**config.mk**
```make
export PLATFORM = sky130hd
export DESIGN_NAME = number_display_renderer
export DESIGN_NICKNAME = d
export VERILOG_FILES = /design/src/rtl/number_display_renderer.sv
export SDC_FILE = /design/constraint.sdc
export NUM_CORES = 1
export LEC_CHECK = 0
export CORE_MARGIN = 3
export CORE_UTILIZATION = 60
export DETAILED_ROUTE_END_ITERATION = 16
export GPL_ROUTABILITY_DRIVEN = 0
export PLACE_DENSITY = 0.83
export SYNTH_ARGS = -nofsm -noshare
export SYNTH_HDL_FRONTEND = slang
export SYNTH_SLANG_ARGS = --single-unit
```
**constraint.sdc**
```tcl
create_clock -name iClock -period 4.4 [get_ports iClock]
set_clock_uncertainty 0.15 [all_clocks]
set_input_delay 1.32 -clock iClock [delete_from_list [all_inputs] [get_ports iClock]]
set_output_delay 1.32 -clock iClock [all_outputs]
set_load 0.1 [all_outputs]
```
**src/rtl/number_display_renderer.sv**
```systemverilog
// number_display_renderer: double-dabble value-to-BCD converter with atomic digit shadow, plus a
// 2-stage pixel lookup into a shared glyph ROM. `LEADING_ZERO_BLANK_EN enables leading-zero blanking.

module font_digits_pixelmap #(
  parameter int unsigned ROM_AW = 13,
  parameter int unsigned DATA_W = 6
) (
  input  logic              iClock,
  input  logic              iResetN,
  input  logic [ROM_AW-1:0] iAddr,
  output logic [DATA_W-1:0] oData
);
  logic [ROM_AW-1:0] addrQ;

  always_ff @(posedge iClock or negedge iResetN) begin
    if (!iResetN) addrQ <= '0;
    else          addrQ <= iAddr;
  end

  // Procedural content generator standing in for the glyph bitmap of digits 0..9
  always_comb oData = DATA_W'(addrQ) ^ DATA_W'(addrQ >> 6) ^ DATA_W'(addrQ >> 9) ^ DATA_W'(6'h2A);
endmodule

module number_display_renderer #(
  parameter int unsigned VALUE_W  = 16,
  parameter int unsigned DIGITS   = 5,
  parameter int unsigned FONT_W   = 16,
  parameter int unsigned FONT_H   = 32,
  parameter int unsigned ROM_AW   = 13,
  parameter int unsigned BG_INDEX = 0
) (
  input  logic               iClock,
  input  logic               iResetN,
  input  logic [VALUE_W-1:0] iValue,
  input  logic               iLoad,
  output logic               oBusy,
  output logic               oDone,
  input  logic               iPixelValid,
  input  logic [9:0]         iPixelX,
  input  logic [9:0]         iPixelY,
  output logic               oPixelValid,
  output logic [5:0]         oColorIndex
);
  localparam int unsigned BCD_RAW = (VALUE_W * 3) / 10 + 2;
  localparam int unsigned BCD_N   = (BCD_RAW > DIGITS) ? BCD_RAW : DIGITS;
  localparam int unsigned CNT_W   = $clog2(VALUE_W + 1);
  localparam int unsigned BOX_W   = DIGITS * FONT_W;

  function automatic logic [63:0] pow10(input int unsigned n);
    logic [63:0] r;
    r = 64'd1;
    for (int unsigned k = 0; k < n; k++) r = r * 64'd10;
    return r;
  endfunction

  localparam logic [63:0] SAT_LIMIT = pow10(DIGITS);

  typedef enum logic [1:0] {IDLE, SHIFT, COMMIT} stateT;

  stateT                 state, stateNext;
  logic                  loadAccept, doShift, doCommit;
  logic [VALUE_W-1:0]    bin;
  logic [4*BCD_N-1:0]    bcd, bcdAdj;
  logic [CNT_W-1:0]      count;
  logic                  sat;
  logic [4*DIGITS-1:0]   shadow, commitDigits;
  logic [DIGITS-1:0]     blank, blankNext;

  always_ff @(posedge iClock or negedge iResetN) begin
    if (!iResetN) state <= IDLE;
    else          state <= stateNext;
  end

  always_comb begin
    stateNext  = state;
    loadAccept = 1'b0;
    doShift    = 1'b0;
    doCommit   = 1'b0;
    case (state)
      IDLE: if (iLoad) begin
        loadAccept = 1'b1;
        stateNext  = SHIFT;
      end
      SHIFT: begin
        doShift = 1'b1;
        if (count == CNT_W'(1)) stateNext = COMMIT;
      end
      COMMIT: begin
        doCommit  = 1'b1;
        stateNext = IDLE;
      end
      default: stateNext = IDLE;
    endcase
  end

  // Double-dabble correction: bias every nibble >= 5 before the shift
  always_comb begin
    bcdAdj = bcd;
    for (int unsigned i = 0; i < BCD_N; i++)
      if (bcd[4*i +: 4] >= 4'd5) bcdAdj[4*i +: 4] = bcd[4*i +: 4] + 4'd3;
  end

  assign commitDigits = sat ? {DIGITS{4'd9}} : bcd[4*DIGITS-1:0];

`ifdef LEADING_ZERO_BLANK_EN
  logic seenNonZero;
  always_comb begin
    blankNext   = '0;
    seenNonZero = 1'b0;
    for (int i = int'(DIGITS) - 1; i > 0; i--) begin
      if (commitDigits[4*i +: 4] != 4'd0) seenNonZero = 1'b1;
      blankNext[i] = !seenNonZero;
    end
  end
`else
  assign blankNext = '0;
`endif

  always_ff @(posedge iClock or negedge iResetN) begin
    if (!iResetN) begin
      bin    <= '0;
      bcd    <= '0;
      count  <= '0;
      sat    <= 1'b0;
      shadow <= '0;
      blank  <= '0;
      oBusy  <= 1'b0;
      oDone  <= 1'b0;
    end else begin
      oBusy <= (stateNext != IDLE);
      oDone <= doCommit;
      if (loadAccept) begin
        bin   <= iValue;
        bcd   <= '0;
        count <= CNT_W'(VALUE_W);
        sat   <= (64'(iValue) >= SAT_LIMIT);
      end
      if (doShift) begin
        bcd   <= {bcdAdj[4*BCD_N-2:0], bin[VALUE_W-1]};
        bin   <= bin << 1;
        count <= count - CNT_W'(1);
      end
      if (doCommit) begin
        shadow <= commitDigits;
        blank  <= blankNext;
      end
    end
  end

  // Pixel stage 0: locate digit and glyph column, form ROM address
  logic [9:0]        digitIdx, col;
  logic              inBox, blankSel;
  logic [3:0]        glyph;
  logic [ROM_AW-1:0] romAddr;
  logic [5:0]        romQ;

  assign digitIdx = iPixelX / 10'(FONT_W);
  assign col      = iPixelX - 10'(digitIdx * 10'(FONT_W));
  assign inBox    = (32'(iPixelX) < BOX_W) && (32'(iPixelY) < FONT_H);

  always_comb begin
    glyph    = '0;
    blankSel = 1'b0;
    romAddr  = '0;
    for (int unsigned i = 0; i < DIGITS; i++)
      if (digitIdx == 10'(i)) begin
        glyph    = shadow[4*(DIGITS-1-i) +: 4];
        blankSel = blank[DIGITS-1-i];
      end
    if (inBox)
      romAddr = ROM_AW'(glyph) * ROM_AW'(FONT_W * FONT_H) + ROM_AW'(iPixelY) * ROM_AW'(FONT_W)
              + ROM_AW'(col);
  end

  font_digits_pixelmap #(.ROM_AW(ROM_AW), .DATA_W(6)) uRom (
    .iClock (iClock),
    .iResetN(iResetN),
    .iAddr  (romAddr),
    .oData  (romQ)
  );

  logic s1Valid, s1InBox, s1Blank;

  always_ff @(posedge iClock or negedge iResetN) begin
    if (!iResetN) begin
      s1Valid     <= 1'b0;
      s1InBox     <= 1'b0;
      s1Blank     <= 1'b0;
      oPixelValid <= 1'b0;
      oColorIndex <= 6'(BG_INDEX);
    end else begin
      s1Valid     <= iPixelValid;
      s1InBox     <= inBox;
      s1Blank     <= blankSel;
      oPixelValid <= s1Valid;
      if (s1Valid) oColorIndex <= (s1InBox && !s1Blank) ? romQ : 6'(BG_INDEX);
    end
  end
endmodule

```
Word level (Yosys, flattened, before mapping)
Cells that the tools add are included.
{"block": "word_totals", "elab_cells": 71, "in_bits": 40, "ff_bits": 91}
{"block": "classes", "add_sub_neg": 10, "reduce_logical": 5, "n_eq_ne": 7, "bitwise": 3, "order_cmp": 8, "n_mux": 26}
{"cell": "$mux 24", "count": 2}
{"cell": "$mux 4", "count": 10}
{"cell": "$mux 16", "count": 2}
{"cell": "$ge 4x3->1 const B", "count": 6}
{"cell": "$add 4x2->4 const B", "count": 5}
{"cell": "$add 13x10->13", "count": 1}
{"cell": "$add 13x13->13", "count": 1}
{"cell": "$mux 13", "count": 1}
{"cell": "$eq 6x2->1 const B", "count": 2}
{"cell": "$logic_not 10->1", "count": 1}
{"cell": "$lt 10x6->1 const B", "count": 1}
{"cell": "$lt 10x7->1 const B", "count": 1}
{"cell": "$mux 5", "count": 2}
{"cell": "$sub 10x10->10", "count": 1}
{"cell": "$eq 6x1->1 const B", "count": 1}
{"cell": "$eq 6x3->1 const B", "count": 1}
{"cell": "$mux 6", "count": 1}
{"cell": "$xor 6x4->6", "count": 1}
{"cell": "$xor 6x6->6", "count": 1}
{"cell": "$eq 5x1->1 const B", "count": 1}
{"cell": "$sub 5x1->5 const B", "count": 1}
{"cell": "$mux 1", "count": 4}
{"cell": "$mux 2", "count": 2}
{"cell": "$pmux 2 s2", "count": 1}
{"cell": "other kinds (8)", "count": 9}

Logic depth before layout (Yosys ltp)
Gate-level depths: netlist of run 1.
{"block": "depth", "ltp_word": 9, "ltp_mapped": 12}

Hierarchy
Synthesis of run 1 repeated with hierarchy kept, for this count alone.
{"block": "hier_totals", "hier_cells": 378, "area_unflattened_um2": 4196.5}
{"module": "number_display_renderer", "area_per_inst_um2": 3761.1, "cells_per_inst": 359, "instances": 1}
{"module": "font_digits_pixelmap", "area_per_inst_um2": 435.4, "cells_per_inst": 19, "instances": 1}

Worst setup path after synthesis of run 1
No wires, ideal clock.
{"block": "synth_path", "kind": "in2reg", "startpoint": "input port iPixelX[4]", "endpoint": "register uRom.addrQ[12]", "path_stages": 12, "required_ns": 4.122, "setup_slack_ns": 0.674, "setup_ns": 0.128, "arrival_ns": 3.448, "cell_sequence": "buf_2 > mux4_2 > nand2b_1 > a21oi_1 > ha_1 > ha_1 > inv_1 > fa_1 > xor2_1 > xnor2_1 > nand2b_1 > mux2i_1"}
{"block": "synth_via", "elab_chain_cells": 9, "elab_cells_between_ends": 16}
{"element": "start, declared", "line": "39", "rtl": "input logic [9:0] iPixelX,"}
{"element": "$logic_not 10->1", "line": "166", "rtl": "if (digitIdx == 10'(i)) begin"}
{"element": "$mux 4 (5 in series)", "line": "166"}
{"element": "$add 13x13->13", "line": "171", "rtl": "romAddr = ROM_AW'(glyph) * ROM_AW'(FONT_W * FONT_H) + ROM_AW'(iPixelY) * ROM_AW'(FONT_W)"}
{"element": "$add 13x10->13", "line": "172", "rtl": "+ ROM_AW'(col);"}
{"element": "$mux 13 *", "line": "170", "rtl": "if (inBox)"}
{"element": "net romAddr[12]", "line": "154", "rtl": "logic [ROM_AW-1:0] romAddr;"}
{"element": "end signal, assigned", "line": "17", "rtl": "else addrQ <= iAddr;"}
{"element": "end, declared", "line": "13", "rtl": "logic [ROM_AW-1:0] addrQ;"}
The timed path passes the listed nets; every way through them passes the cells marked *.
A chain may end at the register's enable or synchronous reset.

Final worst setup path of run 1
Ends and elaborated chain as after synthesis.

==> results of run 1 <==
[power by group]
part           switching, W  internal (W)
Clock              0.000295      0.000269
Sequential         0.000193       0.00101
Combinational      0.000462      0.000409
Total              0.000950       0.00169
[stage by stage]
step | util | power (W) | cell area [um^2]
after floorplan | - | 0.001833 | 4150
after global placement | 0.7163 | 0.002035 | 4678
after detailed placement | 0.7163 | 0.002083 | 4678
after CTS | 0.7467 | 0.002647 | 4877
after global routing | 0.7467 | 0.002827 | 4877
final | 0.7467 | 0.002642 | 4877
[synthesized netlist by cell type (5+ instances only)]
master	n	area, um^2
and2_1	11	68.82
ha_1	16	200.2
xor2_1	8	70.07
mux2_2	14	157.7
a21oi_1	23	115.1
mux2i_1	5	50.05
o31ai_1	5	37.54
o22ai_1	12	75.07
xnor2_1	13	113.9
nand3_1	5	25.02
buf_2	7	35.03
dfrtp_1	87	2177
o21ai_0	38	190.2
a22oi_1	15	112.6
nor2b_1	19	118.9
a32o_1	5	50.05
clkbuf_1	11	41.29
inv_1	22	82.58
nand2b_1	13	81.33
nand2_1	17	63.81
[state kept, by name, indices dropped and copies added (netlist names)]
signal,flops
oColorIndex,6
s1Valid,1
count,5
s1InBox,1
bcd,20
state,2
shadow,20
oDone,1
uRom.addrQ,13
bin,16
oPixelValid,1
oBusy,1
[metal layers]
metal / routed length, um / vias up / global-route usage
met3: 337 / 11 / 0.03594
met5: 0 / - / 0
li1: - / 1409 / -
met2: 3972 / 86 / 0.3590
met4: 113 / 0 / 0.07307
met1: 3882 / 1489 / 0.3141
[worst paths after layout]
check / startpoint / endpoint / slack (ps)
setup / recovery: iPixelX[4] / uRom.addrQ[12] / 500
hold / removal: count[4] / count[4] / 320
setup reg to reg: shadow[5] / uRom.addrQ[12] / 1670
hold reg to reg: count[4] / count[4] / 320
max in group asynchronous: iResetN / shadow[17] / 2580
min in group asynchronous: iResetN / shadow[11] / 770
[cells in the final DEF (no fill, tap or decap)]
cell             count
or3_1                1
o21a_1               1
nor4b_4              1
o31ai_1              5
a22oi_1             15
or4_4                1
bufinv_16            1
nand2_2              1
dfrtp_1             87
o21ai_0             38
nand3b_1             2
clkdlybuf4s50_1     47
o22ai_1             12
nor2_1               4
inv_6                4
xor2_1               8
o32ai_1              4
mux2i_1              5
inv_1               22
or4_1                1
clkbuf_8             9
and2_1              11
nor4_1               2
clkinv_2             2
a32o_1               5
clkinv_1             1
or2_2                1
mux4_2               3
buf_4                7
ha_1                16
xnor2_1             13
nor3_1               1
a21oi_1             23
fa_1                 1
nand3_1              5
nand2_1             17
nor2b_1             19
a22o_1               3
nand2b_1            13
mux2_2              14
[worst max-delay path: stages]
cell and delay (ps):
clkdlybuf4s50_1 550, mux4_2 520, nand2b_1 100, a21oi_1 60, ha_1 280, ha_1 140, inv_1 50, fa_1 380
xor2_1 210, xnor2_1 180, nand2b_1 130, mux2i_1 60
[logic make-up (layout without fill, tap and decap cells)]
| group | Yosys count | in the layout |
|---|---|---|
| muxes | 22 | 22 |
| adders and majority gates | 17 | 17 |
| DFF | 87 | 87 |
| xor gates and xnor gates | 21 | 21 |
| AOI/OAI and AO/OA | 106 | 106 |
| buffers and inverters | 43 | 93 |
| and+or+nand+nor | 80 | 80 |
[layout make-up]
class                   count  area, um^2
fillers                   442        1654
repair buffers             54       523.0
flip-flops and latches     87        2177
well taps                  77       96.34
multi-input cells         246        1795
clock buffers               9       123.9
inverters                  23       86.33
clock inverters             7       75.07
==> impl_metrics.ini, run 1 <==
[placed_design]
dp_slack_ps = 146.0
port_buffers = 48
placed_cells = 487
hpwl_um = 5797

[die]
rows = 29
die_y_um = 89.17
boundaryPins = 49
start_util = 0.6354
die_w_um = 89.17
core_area_um2 = 6531
die_area_um2 = 7951

[clock_tree]
htreeDepth = 3
cts_buffer_depth = 2
cts.sinks = 87
postCtsSetupBuffers = 0
clk_latency_ps = 350
tritoncts = yes
cts_resized = 0
path_clk_slew_ps = 90
cts_inserted_buffers = 9
root_buffer = clkbuf_8
cts_hold_buf = 0

[synth]
synth_cells = 376
synth_xor_area_frac = 0.04432
yosysSeqAreaShare = 0.5246
yosysWarnings = 0
muxShareOfSynthArea = 0.06632
synth-simple-area-share = 0.1125
synth_seq_cells = 87
avgSynthCellArea_um2 = 11.04
synth-edff-count = 0
synth_top_family_by_area = compound AO/OA/AOI/OAI gates
synth_compound_area_frac = 0.1565
syn-num-nets = 433
synth_cell_types = 38
yosys_most_used_dff = dfrtp_1
syn_area_um2 = 4150
synthArstFlopShare = 1.000
synth_adder_area_share = 0.05306

[worst_hold_path]
hold_class = flip-flop to flip-flop
whs_path_depth = 1

[job]
maxCapViolations = 0

[power_and_ir_drop]
p_leak_nw = 2.167
ir_drop_mv = 0.2926
p_per_area_nw_per_um2 = 541.8

[finish]
drive_gt1_frac = 0.1033
fin_cells = 503
syn2layout_area_growth_pct = 17.52
fin_nets = 478
antenna_cells = 0

[sta]
finalSetupTns_ps = 0
fmax_mhz = 256.2
rsz0062_at_grt = no
relSlewSlack = 0.2487
hold_violations = 0
slew_violations = 0
tightest_slew_ps = 1127
fin_hold_ws_ps = 324.3
layout_min_cycle_time_ps = 3903
setup_violations = 0
worst_slack_ps = 496.9
fin_crit_sh = 0.8871

[global_route]
overflow = 0
grt_max_degree = 37
antenna_found_initial = 0
grt_usage = 0.2239
grt_pass1_vias = 2977
grt_pass1_wl_um = 13760

[routing]
drtPass1Iterations = 4
drc = 0
vias = 2995
drt-initial-drc-count = 212
routed_via_density = 5.954
drt_wl_total_um = 8306
drtAntennaViolNets = 0
routedWlPerCell_um = 16.51

[setup_path]
reg2regPathDepth = 11
start_kind = primary input
cp.arrival_ps = 3980
endpoint_kind = flip-flop
criticalPathCategory = primary input to flip-flop
crit_required_ps = 4480
critPathMaxFanout = 3

[run_status]
status = completed
Note: power is estimated with default switching activity, not from simulation.
==> inputs of run 2 (changes only) <==
--- a/config.mk
+++ b/config.mk
@@ -7,9 +7,10 @@
 export LEC_CHECK = 0
 export CORE_MARGIN = 3
 export CORE_UTILIZATION = 60
+export CTS_CLUSTER_SIZE = 28
 export DETAILED_ROUTE_END_ITERATION = 16
 export GPL_ROUTABILITY_DRIVEN = 0
-export PLACE_DENSITY = 0.83
+export PLACE_DENSITY_LB_ADDON = 0.15
 export SYNTH_ARGS = -nofsm -noshare
 export SYNTH_HDL_FRONTEND = slang
 export SYNTH_SLANG_ARGS = --single-unit
==> run 2 against run 1 <==
Compared with the run above: core utilization did not move; combinational power fell by 2%; worst setup slack improved by 2.4 ps; register-to-register slack improved by 60 ps; hold slack barely moved; global-route usage barely moved; final cell count did not move; via count fell by 3.5%; largest cell class unchanged; largest power group unchanged.
==> impl_metrics.ini, run 2 (same netlist as run 1, synthesis figures left out) <==
[die]
start_util = 0.6354
die_w_um = 89.17
boundaryPins = 49
rows = 29
die_y_um = 89.17
die_area_um2 = 7951
core_area_um2 = 6531

[sta]
relSlewSlack = 0.3128
finalSetupTns_ps = 0
setup_violations = 0
tightest_slew_ps = 1031
layout_min_cycle_time_ps = 3901
hold_violations = 0
fin_crit_sh = 0.8865
fmax_mhz = 256.4
slew_violations = 0
fin_hold_ws_ps = 324.8
rsz0062_at_grt = no

[finish]
final_cell_mix = dfrtp_1 (87), clkdlybuf4s50_1 (47), o21ai_0 (38)
syn2layout_area_growth_pct = 17.52
final_common_cell = dfrtp_1
num-fill-cells = 435
fin_cells = 503
drive_gt1_frac = 0.1033
antenna_cells = 0
regArea_um2 = 2177
utilization = 0.7467
multi_input_area_um2 = 1795
final_area_um2 = 4877
reg.largest.list = bcd: 20 flops, shadow: 20 flops, bin: 16 flops
fin_nets = 478

[placed_design]
hpwl_um = 5784
port_buffers = 48
post_dp_cell_area_um2 = 4678
placed_cells = 487

[clock_tree]
tritoncts = yes
root_buffer = clkbuf_8
clk_latency_ps = 350
cts_resized = 0
path_clk_slew_ps = 100
cts_buffer_depth = 2
htreeDepth = 3
cts.sinks = 87
postCtsSetupBuffers = 0
cts_hold_buf = 0
cts_inserted_buffers = 9

[setup_path]
cp.arrival_ps = 3990
crit_required_ps = 4490
critPathMaxFanout = 4
criticalPathCategory = primary input to flip-flop
start_kind = primary input
endpoint_kind = flip-flop

[routing]
drtAntennaViolNets = 0
drt_wl_total_um = 8204
vias = 2889
drc = 0
drtPass1Iterations = 4
drt-initial-drc-count = 177
routed_via_density = 5.744
routedWlPerCell_um = 16.31

[power_and_ir_drop]
p_per_area_nw_per_um2 = 534.6
p_leak_nw = 2.161
ir_drop_mv = 0.4464

[global_route]
grt_max_degree = 49
grt_pass1_wl_um = 13550
grt_pass1_vias = 2947
overflow = 0
grt_usage = 0.2238
antenna_found_initial = 0

[job]
maxCapViolations = 0

[run_status]
status = completed

[worst_hold_path]
hold_class = flip-flop to flip-flop
[run 2: layer usage]
layer	vias to the layer above	share of wire	GRT usage
met1	1397	0.45	0.3060
met4	0	0.015	0.09337
met3	8	0.054	0.03410
li1	1410	-	-
met2	74	0.48	0.3590
met5	-	0	0
[run 2: area by class of cell]
type,count,share of cell area
clock buffers,9,0.02540
flip-flops and latches,87,0.4464
well taps,77,0.01975
multi-input cells,246,0.3681
repair buffers,54,0.1072
clock inverters,7,0.01539
inverters,23,0.01770
[run 2: power by group]
group	internal [W]	switching, W
Clock	0.000224	0.000320
Sequential	0.00101	0.000195
Combinational	0.000408	0.000447
[run 2: final timing paths]
path                       slack [ps]  cells after the start             end       start
setup reg to reg                 1730                     11  uRom.addrQ[12]  shadow[17]
min in group asynchronous         800                      1      shadow[11]     iResetN
hold / removal                    320                      1        count[4]    count[4]
max in group asynchronous        2580                      2          bin[9]     iResetN
setup / recovery                  500                     12  uRom.addrQ[12]  iPixelX[4]
hold reg to reg                   320                      1        count[4]    count[4]
[run 2: stage by stage]
step / setup slack [ps] / power, W
after global routing: 314.7 / 0.002800
after CTS: 504.4 / 0.002626
final: 499.3 / 0.002607
after floorplan: 673.6 / 0.001833
after detailed placement: 127.7 / 0.002078
after global placement: 171.6 / 0.002035
[run 2: critical path: stages]
cell	delay (ps)
clkdlybuf4s50_1	600
mux4_2	520
nand2b_1	90
a21oi_1	60
ha_1	280
ha_1	140
inv_1	50
fa_1	370
xor2_1	160
xnor2_1	200
nand2b_1	140
mux2i_1	60
